### src/rtl/cc_mux41_arbiter.sv
// cc_mux41_arbiter: round-robin owner scheduler for a shared 4:1 mux.
// Grants are bounded by a quantum and separated by one dead (GAP) cycle.
// Ports:
//   CC_MUXARB_CLOCK_50       clock, rising edge
//   CC_MUXARB_RESET_InLow    async active-low reset
//   CC_MUXARB_request_InBUS  level requests, bit i = requester i
//   CC_MUXARB_select_OutBUS  registered mux select (owner index)
//   CC_MUXARB_grant_OutBUS   registered one-hot grant, zero when no owner
//   CC_MUXARB_valid_Out      high while grant/select name a current owner
//   CC_MUXARB_lock_InBUS     only with CC_MUXARB_LOCK_EN: owner lock bits
// Optional build macro: CC_MUXARB_LOCK_EN (lets a locked owner overrun
// its quantum while its request stays high).
module cc_mux41_arbiter #(
    parameter int MUXARB_SELECTWIDTH = 2,
    parameter int MUXARB_REQWIDTH    = 4,
    parameter int MUXARB_QUANTUM     = 8,
    parameter int MUXARB_CNTWIDTH    = 4
) (
    input  logic                          CC_MUXARB_CLOCK_50,
    input  logic                          CC_MUXARB_RESET_InLow,
    input  logic [MUXARB_REQWIDTH-1:0]    CC_MUXARB_request_InBUS,
    output logic [MUXARB_SELECTWIDTH-1:0] CC_MUXARB_select_OutBUS,
    output logic [MUXARB_REQWIDTH-1:0]    CC_MUXARB_grant_OutBUS,
    output logic                          CC_MUXARB_valid_Out
`ifdef CC_MUXARB_LOCK_EN
    ,
    input  logic [MUXARB_REQWIDTH-1:0]    CC_MUXARB_lock_InBUS
`endif
);

    typedef enum logic [1:0] {
        IDLE  = 2'd0,
        GRANT = 2'd1,
        GAP   = 2'd2
    } state_t;

    localparam int SW = MUXARB_SELECTWIDTH;
    localparam int RW = MUXARB_REQWIDTH;
    localparam int CW = MUXARB_CNTWIDTH;
    localparam logic [CW-1:0] QMAX = CW'(MUXARB_QUANTUM - 1);

    state_t          state_q, state_d;
    logic [CW-1:0]   cnt_q, cnt_d;
    logic [SW-1:0]   ptr_q, ptr_d;
    logic [SW-1:0]   sel_q, sel_d;
    logic [RW-1:0]   gnt_q, gnt_d;
    logic            valid_q, valid_d;

    logic [SW-1:0]   win;
    logic [SW-1:0]   idx;
    logic            found;
    logic            any_req;
    logic            own_req;
    logic            others;
    logic            hold_lock;

    // Search starts just after the last-served index, so the previous
    // owner is always considered last.
    always_comb begin
        win   = ptr_q;
        idx   = ptr_q;
        found = 1'b0;
        for (int k = 1; k <= RW; k++) begin
            idx = ptr_q + SW'(k);
            if (!found && CC_MUXARB_request_InBUS[idx]) begin
                win   = idx;
                found = 1'b1;
            end
        end
    end

    assign any_req = |CC_MUXARB_request_InBUS;
    assign own_req = CC_MUXARB_request_InBUS[ptr_q];
    // gnt_q is the owner's one-hot while in GRANT
    assign others  = |(CC_MUXARB_request_InBUS & ~gnt_q);

`ifdef CC_MUXARB_LOCK_EN
    assign hold_lock = CC_MUXARB_lock_InBUS[ptr_q] & own_req;
`else
    assign hold_lock = 1'b0;
`endif

    always_comb begin
        state_d = state_q;
        cnt_d   = cnt_q;
        ptr_d   = ptr_q;
        sel_d   = sel_q;
        gnt_d   = gnt_q;
        valid_d = valid_q;
        unique case (state_q)
            IDLE, GAP: begin
                state_d = IDLE;
                gnt_d   = '0;
                valid_d = 1'b0;
                cnt_d   = '0;
                if (any_req) begin
                    state_d    = GRANT;
                    sel_d      = win;
                    ptr_d      = win;
                    gnt_d[win] = 1'b1;
                    valid_d    = 1'b1;
                end
            end
            GRANT: begin
                if (!own_req) begin
                    // owner drop wins over any new request
                    state_d = GAP;
                    gnt_d   = '0;
                    valid_d = 1'b0;
                    cnt_d   = '0;
                end else if (cnt_q == QMAX) begin
                    if (hold_lock) begin
                        cnt_d = QMAX;
                    end else if (others) begin
                        state_d = GAP;
                        gnt_d   = '0;
                        valid_d = 1'b0;
                        cnt_d   = '0;
                    end else begin
                        // nobody else waiting: re-arm the quantum
                        cnt_d = '0;
                    end
                end else begin
                    cnt_d = cnt_q + 1'b1;
                end
            end
            default: begin
                state_d = IDLE;
                gnt_d   = '0;
                valid_d = 1'b0;
                cnt_d   = '0;
            end
        endcase
    end

    always_ff @(posedge CC_MUXARB_CLOCK_50 or negedge CC_MUXARB_RESET_InLow) begin
        if (!CC_MUXARB_RESET_InLow) begin
            state_q <= IDLE;
            cnt_q   <= '0;
            ptr_q   <= SW'(RW - 1);
            sel_q   <= '0;
            gnt_q   <= '0;
            valid_q <= 1'b0;
        end else begin
            state_q <= state_d;
            cnt_q   <= cnt_d;
            ptr_q   <= ptr_d;
            sel_q   <= sel_d;
            gnt_q   <= gnt_d;
            valid_q <= valid_d;
        end
    end

    assign CC_MUXARB_select_OutBUS = sel_q;
    assign CC_MUXARB_grant_OutBUS  = gnt_q;
    assign CC_MUXARB_valid_Out     = valid_q;

endmodule

### config.mk
export PLATFORM = sky130hd
export DESIGN_NAME = cc_mux41_arbiter
export DESIGN_NICKNAME = d
export VERILOG_FILES = /design/src/rtl/cc_mux41_arbiter.sv
export SDC_FILE = /design/constraint.sdc
export NUM_CORES = 1
export LEC_CHECK = 0
export ABC_AREA = 0
export CAP_MARGIN = 20
export CORE_MARGIN = 1
export CORE_UTILIZATION = 35
export CTS_CLUSTER_DIAMETER = 50
export DETAILED_ROUTE_END_ITERATION = 8
export PLACE_DENSITY = 0.65
export SLEW_MARGIN = 20
export SYNTH_ARGS = -nofsm -noshare
export SYNTH_HDL_FRONTEND = slang
export SYNTH_SLANG_ARGS = --single-unit
### constraint.sdc
create_clock -name CC_MUXARB_CLOCK_50 -period 3.4 [get_ports CC_MUXARB_CLOCK_50]
set_input_delay 0.68 -clock CC_MUXARB_CLOCK_50 [delete_from_list [all_inputs] [get_ports CC_MUXARB_CLOCK_50]]
set_output_delay 0.68 -clock CC_MUXARB_CLOCK_50 [all_outputs]
set_load 0.01 [all_outputs]
==> impl_metrics.env, run 1 <==
export IMPL_ctsResizeCount=0
export IMPL_ys_seq_area_share_pct=50.2
export IMPL_viasPerCell=4.94
export IMPL_ios=13
export IMPL_dieArea_um2=2340
export IMPL_finalSetupTns_ns=0
export IMPL_portBuffers=12
export IMPL_critical_path_class="input port to register"
export IMPL_power_frac_comb_pct=43.8
export IMPL_grt_max_degree=16
export IMPL_whs_ns=0.453
export IMPL_instances_no_fill=109
export IMPL_grt_busiest_layer="met1"
export IMPL_cts_tree="done"
export IMPL_die_w_um=48.4
export IMPL_synth_async_reset_ratio_pct=100
export IMPL_wl_um=1410
export IMPL_ys_flop_type="dfrtp_1"
export IMPL_hold_class="register to register"
export IMPL_place_inst=105
export IMPL_avgSynthCellArea_um2=11.2
export IMPL_coreArea_um2=2000
export IMPL_fin_nets=90
export IMPL_die_y_um=48.4
export IMPL_antenna_cells=0
export IMPL_start_util_pct=37.6
export IMPL_dr_first_iter_drc_count=8
export IMPL_drive_above_1_share_pct=17.1
export IMPL_rsz0062_at_grt="no"
export IMPL_relSlewSlack_pct=58.3
export IMPL_reg2reg_slack_ns=1.83
export IMPL_synth_edf_count=0
export IMPL_gr_usage_met2_pct=18.3
export IMPL_worstPathMaxFanout=7
export IMPL_cts_root_buffer="clkbuf_4"
export IMPL_synth_top_area_share_pct=43.2
export IMPL_avgRoutedWirePerCell_um=13.0
export IMPL_fin_area_um2=926
export IMPL_dp_hpwl_um=1070
export IMPL_yosysWarnings=0
export IMPL_synth_largest_area_cell="dfrtp_1"
export IMPL_drc=0
export IMPL_cts_buffers=3
export IMPL_switching_share_pct=36.4
export IMPL_cp_required_ns=3.57
export IMPL_rows=16
export IMPL_cp_data_arrival_time_ns=2.11
export IMPL_yosysMostFrequentCell="dfrtp_1"
export IMPL_cts_sinks=15
export IMPL_finalSetupViolCount=0
export IMPL_antenna_left=0
export IMPL_globalplace_congestion=0.789
export IMPL_clk_path_buf_depth=2
export IMPL_drt_first_pass_iters=3
export IMPL_hold_buffers=0
export IMPL_dpl_instance_area_um2=900
export IMPL_syn_inst=67
export IMPL_fin_crit_sh_pct=57.1
export IMPL_antenna_found_initial=0
export IMPL_syn_nets=74
export IMPL_synth_area_top_cells="dfrtp_1, dfstp_2, or2b_1"
export IMPL_max_freq_ghz=0.515
export IMPL_p_int_mw=0.484
export IMPL_htree_levels=1
export IMPL_power_share_clock_pct=13.0
export IMPL_met3_usage_pct=2.52
export IMPL_p_leak_nw=0.402
export IMPL_fin_util_pct=46.3
export IMPL_max_cap_violations=0
export IMPL_worst_setup_path_end_kind="register"
export IMPL_synth_area_um2=753
export IMPL_grt_pass1_wl_um=2360
export IMPL_final_max_slew_viol_count=0
export IMPL_grt_use_total_pct=13.7
export IMPL_cts_setup_buffers=0
export IMPL_overflow=0
export IMPL_start_kind="input port"
export IMPL_final_setup_skew_ns=0.00554
export IMPL_dr_total_vias=538
export IMPL_area_delta_synth_final_pct=22.9
export IMPL_first_global_vias=513
export IMPL_p_seq_share_pct=43.2
export IMPL_peakVddDrop_mv=0.409
export IMPL_power_density_nw_per_um2=823
export IMPL_ys_top_cells_by_count="dfrtp_1, nor2_1, o21ai_0"
export IMPL_outcome="finished, final reports clean"
export IMPL_clkLatencyLatePin_ns=0.28
export IMPL_final_hold_viol_count=0
export IMPL_power_switching_mw=0.277
export IMPL_clkTransAtPathRegs_ns=0.08
export IMPL_globalRouteMet1Util_pct=19.0
export IMPL_period_minus_slack_ns=1.94
export IMPL_synthDistinctLibCells=32
export IMPL_worst_pin_slew_ns=0.624
export IMPL_ys_ff_latch=15
## path summary, 6_finish.rpt
path                            cells after the start                         to                  startpoint
worst min-delay path                                1                 state_q[1]                  state_q[1]
max in group asynchronous                           1                   cnt_q[2]       CC_MUXARB_RESET_InLow
worst max-delay path                                5                 state_q[0]  CC_MUXARB_request_InBUS[0]
worst min register to register                      1                 state_q[1]                  state_q[1]
worst max register to register                      4  CC_MUXARB_grant_OutBUS[1]                    ptr_q[0]
min in group asynchronous                           1  CC_MUXARB_grant_OutBUS[3]       CC_MUXARB_RESET_InLow
## layout by cell type, fill, tap and decap left out, types with 2 or more instances in the layout
cell / Yosys / final
dfrtp_1: 13 / 13
clkdlybuf4s50_1: 0 / 12
nor2_1: 5 / 5
o21ai_0: 4 / 4
or2b_1: 3 / 3
nand2b_1: 3 / 3
a21oi_1: 3 / 3
clkbuf_4: 0 / 3
mux2i_1: 2 / 2
nand3b_1: 2 / 2
xor2_1: 2 / 2
and2_2: 2 / 2
nand2_1: 2 / 2
inv_1: 2 / 2
a21o_2: 2 / 2
a32o_1: 2 / 2
o2bb2ai_1: 2 / 2
dfstp_2: 2 / 2
## cells by family after synthesis
group           Yosys count  synth area share [%]
mux                       2                  2.66
fa+ha+maj                 1                  1.66
xor+xnor                  2                  2.33
flops                    15                  50.2
buf+inv                   3                  1.99
compound gates           20                  22.1
simple gates             24                  19.1
## sequential cells by signal, indices dropped and copies added, names as in the netlist
signal	count
ptr_q	2
cnt_q	4
CC_MUXARB_valid_Out	1
state_q	2
CC_MUXARB_select_OutBUS	2
CC_MUXARB_grant_OutBUS	4
## layout make-up
type,count,area (um^2)
inverters,2,7.51
flip-flops and latches,15,378
fillers,204,1080
clock buffers,4,26.3
multi-input cells,49,360
well taps,27,33.8
repair buffers,12,120
## per-layer routing
layer,up-vias,share of wire [%]
li1,272,-
met1,252,52
met2,10,42
met3,4,3.4
met4,0,2.6
met5,-,0
## stage by stage
step,power (mW),worst slack [ns]
after floorplan,0.536,1.81
after global placement,0.669,1.17
after detailed placement,0.669,1.16
after CTS,0.774,1.47
after global routing,0.822,1.36
final,0.762,1.46
## worst max-delay path, stage by stage
cell,delay [ns]
clkdlybuf4s50_1,0.56
or2b_1,0.25
o2111a_1,0.17
o21a_4,0.23
or2_1,0.22
## power groups by stage
stage	combinational, mW	clock [mW]	sequential [mW]
CTS	0.337	0.105	0.331
detailed placement	0.335	0	0.334
global placement	0.335	0	0.334
floorplan	0.210	0	0.325
finish	0.334	0.0991	0.329
global route	0.369	0.110	0.342
Note: power is estimated with default switching activity, not from simulation.
==> run 2, diff against run 1 <==
--- a/config.mk
+++ b/config.mk
@@ -11,7 +11,7 @@
 export CORE_UTILIZATION = 35
 export CTS_CLUSTER_DIAMETER = 50
 export DETAILED_ROUTE_END_ITERATION = 8
-export PLACE_DENSITY = 0.65
+export PLACE_DENSITY = 0.67
 export SLEW_MARGIN = 20
 export SYNTH_ARGS = -nofsm -noshare
 export SYNTH_HDL_FRONTEND = slang
==> constraint.sdc (replaced) <==
create_clock -name CC_MUXARB_CLOCK_50 -period 1.6 [get_ports CC_MUXARB_CLOCK_50]
set_input_delay 0.32 -clock CC_MUXARB_CLOCK_50 [delete_from_list [all_inputs] [get_ports CC_MUXARB_CLOCK_50]]
set_output_delay 0.32 -clock CC_MUXARB_CLOCK_50 [all_outputs]
set_load 0.01 [all_outputs]
==> run 2 against run 1 <==
Sequential share of layout area is 3.8 points lower. First-iteration DRC count is 25% lower. Hold slack worse by 0.11 ns. Flip-flop and latch count stayed put. Global-route usage is 1.8 points higher. Utilization is 4.7 points higher. Register-to-register slack worse by 1.8 ns. Clock-buffer cell count stayed put. Clock skew is 0.00084 ns lower. Critical path depth stayed put. Combinational power grew to 2.7 times the previous value. Setup slack worse by 1.4 ns. Highest routed layer unchanged.
==> impl_metrics.env, run 2 (synthesis gave the netlist of run 1 again) <==
export IMPL_switching_share_pct=35.6
export IMPL_power_mw=1.80
export IMPL_htree_levels=1
export IMPL_max_cap_violations=0
export IMPL_critical_path_class="input port to register"
export IMPL_worst_pin_slew_ns=0.370
export IMPL_final_hold_viol_count=0
export IMPL_worst_path_stages=5
export IMPL_relSlewSlack_pct=75.2
export IMPL_dp_hpwl_um=1170
export IMPL_dr_first_iter_drc_count=6
export IMPL_rr_worst_depth=4
export IMPL_dr_total_vias=593
export IMPL_power_share_clock_pct=11.7
export IMPL_cts_tree="done"
export IMPL_first_global_vias=595
export IMPL_final_max_slew_viol_count=0
export IMPL_clkTransAtPathRegs_ns=0.09
export IMPL_dpl_instance_area_um2=960
export IMPL_final_cell_mix="dfrtp_1, clkdlybuf4s50_1, buf_4"
export IMPL_worst_setup_path_end_kind="register"
export IMPL_start_util_pct=37.6
export IMPL_path_cells="clkdlybuf4s50_1 > or2b_1 > o2111a_1 > o21a_4 > or2_1"
export IMPL_coreArea_um2=2000
export IMPL_start_kind="input port"
export IMPL_max_freq_ghz=0.646
export IMPL_clk_path_buf_depth=2
export IMPL_power_switching_mw=0.642
export IMPL_p_seq_share_pct=38.8
export IMPL_drive_above_1_share_pct=26.1
export IMPL_drc=0
export IMPL_wl_um=1590
export IMPL_r2r_end="CC_MUXARB_grant_OutBUS[1]"
export IMPL_critPathTopFamily="buffers and inverters"
export IMPL_grt_use_total_pct=15.5
export IMPL_worstPathMaxFanout=7
export IMPL_rows=16
export IMPL_antenna_left=0
export IMPL_drt_first_pass_iters=3
export IMPL_peakVddDrop_mv=0.799
export IMPL_critPathSlowestCell="clkdlybuf4s50_1"
export IMPL_cp_data_arrival_time_ns=1.71
export IMPL_antenna_found_initial=0
export IMPL_cp_required_ns=1.77
export IMPL_reg2reg_slack_ns=0.08
export IMPL_fillers=195
export IMPL_cts_root_buffer="clkbuf_4"
export IMPL_p_leak_nw=0.466
export IMPL_cts_buffers=3
export IMPL_grt_max_degree=16
export IMPL_cts_sinks=15
export IMPL_final_setup_skew_ns=0.00470
export IMPL_globalplace_congestion=0.819
export IMPL_max_stage_delay_ns=0.56
export IMPL_fin_crit_sh_pct=96.7
export IMPL_fin_nets=100
export IMPL_power_density_nw_per_um2=1770
export IMPL_layout_commonest_cell="dfrtp_1"
export IMPL_rsz0062_at_grt="no"
export IMPL_dieArea_um2=2340
export IMPL_power_frac_comb_pct=49.5
export IMPL_grt_pass1_wl_um=2750
export IMPL_portBuffers=12
export IMPL_whs_ns=0.348
export IMPL_overflow=0
export IMPL_critPathBufInv=1
export IMPL_fin_area_um2=1020
export IMPL_ios=13
export IMPL_p_int_mw=1.16
export IMPL_viasPerCell=4.98
export IMPL_worstSetupEndpoint="state_q[0]"
export IMPL_antenna_cells=0
export IMPL_finalSetupViolCount=0
export IMPL_outcome="finished, final reports clean"
export IMPL_area_delta_synth_final_pct=35.5
export IMPL_period_minus_slack_ns=1.55
export IMPL_hold_class="input port to async pin"
export IMPL_avgRoutedWirePerCell_um=13.3
export IMPL_clkLatencyLatePin_ns=0.28
export IMPL_regToRegStartpoint="ptr_q[0]"
export IMPL_die_y_um=48.4
export IMPL_die_w_um=48.4
export IMPL_fin_util_pct=51.0
export IMPL_startpoint="CC_MUXARB_request_InBUS[0]"
==> run 2: cell count changes in the layout (fill, tap and decap cells not counted) <==
cell             previous run  this run
dlymetal6s2s_1              0         1
nor2_4                      0         1
buf_4                       0         9
nor2_2                      1         0
clkdlybuf4s50_1            12        11
buf_12                      0         1
==> run 2: area by class of cell <==
class / count / area, um^2 / share of cell area, %
clock buffers: 4 / 26.3 / 2.57
inverters: 2 / 7.51 / 0.735
multi-input cells: 49 / 365 / 35.8
flip-flops and latches: 15 / 378 / 37.0
well taps: 27 / 33.8 / 3.31
repair buffers: 22 / 210 / 20.6
==> run 2: how the worst min path moves through the flow <==
stage	cells past startpoint	endpoint	from
6_report	2	CC_MUXARB_grant_OutBUS[0]	CC_MUXARB_RESET_InLow
5_1_grt	2	CC_MUXARB_grant_OutBUS[0]	CC_MUXARB_RESET_InLow
3_5_place_dp	1	state_q[1]	state_q[1]
2_1_floorplan	0	CC_MUXARB_grant_OutBUS[0]	CC_MUXARB_RESET_InLow
4_1_cts	2	CC_MUXARB_grant_OutBUS[0]	CC_MUXARB_RESET_InLow
3_3_place_gp	1	state_q[1]	state_q[1]
==> run 2: stage by stage <==
step | setup WS, ns | TNS, ns | std cells
global placement | -0.326 | -2.71 | 113
CTS | 0.0225 | 0 | 117
finish | 0.0531 | 0 | 119
detailed placement | -0.323 | -2.78 | 113
floorplan | 0.104 | 0 | 67
global route | 0.000156 | 0 | 119
==> run 2: worst reg2reg max path: cells and delay by family (launching register included) <==
family          cells  cell delay (ns)
compound gates      3             0.69
flops               1             0.60
simple gates        1             0.13
==> run 2: power by group through the flow <==
stage	sequential (mW)	clock (mW)	combinational [mW]
2_1_floorplan	0.691	0	0.447
6_report	0.700	0.212	0.893
5_1_grt	0.728	0.238	0.990
4_1_cts	0.707	0.224	0.826
3_3_place_gp	0.703	0	0.796
3_5_place_dp	0.707	0	0.817
==> run 2: timing repair <==
action	CTS	global route
setup endpoints to repair	2	3
pin swaps	0	3
resized for setup	1	1
hold buffers	0	0
setup buffers	0	2
==> run 2: routing by layer <==
| layer | share of wire (%) | GRT usage [%] |
|---|---|---|
| met3 | 1.7 | 2.20 |
| met4 | 1.2 | 8.82 |
| met2 | 50 | 25.8 |
| met1 | 47 | 19.3 |
| met5 | 0 | 0 |
==> edit 1, RTL diff (flow settings as in run 2) <==
Reset style: synchronous (`CC_MUXARB_RESET_InLow`), changed in one clocked block. Comments in the files are not updated.
--- a/src/rtl/cc_mux41_arbiter.sv
+++ b/src/rtl/cc_mux41_arbiter.sv
@@ -134,5 +134,5 @@
     end
 
-    always_ff @(posedge CC_MUXARB_CLOCK_50 or negedge CC_MUXARB_RESET_InLow) begin
+    always_ff @(posedge CC_MUXARB_CLOCK_50) begin
         if (!CC_MUXARB_RESET_InLow) begin
             state_q <= IDLE;
Formal check against the unedited RTL: differs if CC_MUXARB_RESET_InLow is asserted again (counterexample within 4 cycles, from zero or initial values and one cycle with CC_MUXARB_RESET_InLow low); with CC_MUXARB_RESET_InLow held inactive, the same outputs for 10 cycles.
==> edit 1 against run 2 <==
Area after synthesis shrank 14%. Critical path depth shrank 4. Largest cell class is now multi-input gates. Sequential cell count shrank 1. Count of clock-buffer cells in the layout is the same. Wire length shrank 11%. Setup slack gained 17 ps. Design area shrank 12%.
Power is not compared: it rests on default switching activity, and its combinational part moved more than twofold at a synthesized area within 25%.
==> edit 1: results <==
[global_route]
grt_pass1_vias = 522
grt_start_max_net_pins = 12
grt_pass1_wl_um = 2280
grt_use_total_pct = 15.8

[layout]
fin_cells = 120
final_nets = 103
design_area_sq_um = 900
n_fill_cell = 182
drive_gt1_share_pct = 17.9

[critical_path]
worstPathMaxFanout = 3
rr_worst_depth = 5
crit_arrival_ps = 1210

[clock_network]
ctsResizeCount = 6
cts_root_buffer = clkbuf_4
cts.path.max_buffers = 2

[power_and_ir_drop]
power.density_nw_per_um2 = 979

[synthesis]
synth_xor_area_share_pct = 2.70
postSynthNetCount = 78
synth-adder-area-share_pct = 1.93
ys_seq_area_share_pct = 43.2
synth.distinct_cells = 29
synth_area_per_cell_sq_um = 9.15
async_flop_share_pct = 0
synth_compound_area_share_pct = 22.9
ys_top_cells_by_count = dfxtp_1, nor2_1, nand2b_1, nand2_1
yosys-top-cells-area = dfxtp_1, nand2b_1, nor2_1
synth_mux_area_share_pct = 4.05
synth-main-ff-cell = dfxtp_1

[placed_design]
place_area_sq_um = 863
place.gp.congestion = 0.844
post-place-ws_ps = -403
dp_hpwl_um = 1090

[routing]
drt_iter0_drc = 7
vias = 579
avgRoutedWirePerCell_um = 11.8
firstDrtPassIters = 4

[timing]
finClkSkew_ps = 2.05
slew_headroom_pct = 78.4

[worst_hold_path]
min-delay-path-class = reg2reg

[outcome]
outcome = complete, no violations
## edit 1: cell types whose count changed after synthesis, sizes merged, moves of 3 or more
cell / change
a21boi: +4
dfrtp: -13
dfxtp: +14
nand2: +3
nand2b: +3
nor2: +3
or2b: -3
## edit 1: final timing paths
check	to	startpoint	slack, ps
min reg2reg	cnt_q[0]	cnt_q[0]	450
max reg2reg	CC_MUXARB_grant_OutBUS[0]	ptr_q[0]	80
max	CC_MUXARB_grant_OutBUS[1]	CC_MUXARB_grant_OutBUS[1]	70
min	cnt_q[0]	cnt_q[0]	450
## edit 1: routing by layer
metal	track usage, %	vias up	part of all wire, %
li1	-	300	-
met1	21.5	267	51
met2	23.5	12	46
met3	1.60	0	2.5
met4	10.3	0	0
met5	0	-	0
## edit 1: area by class of cell
cell class / count / area share (%)
multi-input combinational: 53 / 39.6
inverter: 3 / 1.25
tap: 25 / 3.48
clock buffer: 4 / 4.03
sequential: 14 / 31.3
timing repair buffer: 21 / 20.3
==> edit 2, RTL diff (config.mk and constraints of run 2) <==
Without the edit above. Build with the macro `CC_MUXARB_LOCK_EN` defined.
--- a/src/rtl/cc_mux41_arbiter.sv
+++ b/src/rtl/cc_mux41_arbiter.sv
@@ -11,4 +11,6 @@
 // Optional build macro: CC_MUXARB_LOCK_EN (lets a locked owner overrun
 // its quantum while its request stays high).
+`define CC_MUXARB_LOCK_EN
+
 module cc_mux41_arbiter #(
     parameter int MUXARB_SELECTWIDTH = 2,
Ports: changed (added CC_MUXARB_lock_InBUS); port bits go from 13 to 17. No check against the original RTL was run, so the function may have changed too.
==> edit 2 against run 2 <==
The flow now finishes with violations (setup timing). Count of clock-buffer cells in the layout is the same. Core utilization is 4.6 points higher. Setup slack got worse by 130 ps. Design area is 11% higher. Area after synthesis up 4.5%. Power grew 7.2%. Wire length is 15% higher. Fmax is 7.6% lower. Sequential cell count unchanged. Highest routed layer unchanged.
==> edit 2: results <==
[outcome]
outcome = finished with violations
failed_checks = setup timing

[layout]
seq_share_pct = 33.3
area_share_nonclk_buffers_pct = 24.0
multi_input_area_share_pct = 36.4
drive_gt1_share_pct = 28.7
final_nets = 120
fin_cells = 135
n_all_inverters = 3
final-clk-cell-share_pct = 2.32
nMultiInputCombCells = 55
n_fill_cell = 193

[critical_path]
path_class = reg2reg
crit_arrival_ps = 1860
timing.rr.start = ptr_q[0]
r2r-end = state_q[0]

[routing]
firstDrtPassIters = 4
drt_iter0_drc = 10
avgRoutedWirePerCell_um = 13.5

[synthesis]
ys_seq_area_share_pct = 48.0
yosys-top-cells-area = dfrtp_1, dfstp_2, nand2b_1
postSynthNetCount = 86
synth_area_per_cell_sq_um = 10.5

[placed_design]
place.gp.congestion = 0.807
place_inst = 127
post-place-ws_ps = -264
place_area_sq_um = 1050
numPortBuffers = 16

[power_and_ir_drop]
p_comb_share_pct = 53.2
p_leak_nw = 0.485
swShare_pct = 36.4
pg_clk_mw = 0.221
total_power_mw = 1.94

[timing]
finClkSkew_ps = 4.28
slew_headroom_pct = 79.3
finalSetupTns_ps = -251
setup_viol = 6
whs_ps = 333
fin_ws_ps = -74.2

[global_route]
grt_pass1_vias = 672
grt_use_total_pct = 15.9

[clock_network]
ctsResizeCount = 3
post-cts-setup-buffers = 1
cts_root_buffer = clkbuf_4
[edit 2: changes by cell type after synthesis, moves of 2 or more]
cell / before / now
nor3_1: 0 / 2
nor2_1: 5 / 7
and2_2: 2 / 0
a21o_1: 0 / 2
a21o_2: 2 / 0
xor2_1: 2 / 0
or2b_1: 3 / 0
a21oi_1: 3 / 6
nand2b_1: 3 / 6
[edit 2: worst max-delay path, stage by stage (launching register included)]
cell	delay [ps]
dfstp_2	570
mux4_2	540
nor2_4	140
a21oi_4	100
or2_1	220
[edit 2: cells by family (layout without fill, tap and decap cells)]
logic type,after synthesis,count (layout),share of synthesized area [%]
compound gates,24,24,21.6
buf+inv,5,38,3.50
mux,3,3,5.56
fa+ha+maj,1,1,1.59
flops,15,15,48.0
simple gates,27,27,19.7
[edit 2: metal layers]
layer	track usage (%)	share of wire, %	vias to the layer above
li1	-	-	345
met1	20.0	44	342
met2	26.9	49	16
met3	2.18	3.3	7
met4	7.14	3.7	0
met5	0	0	-
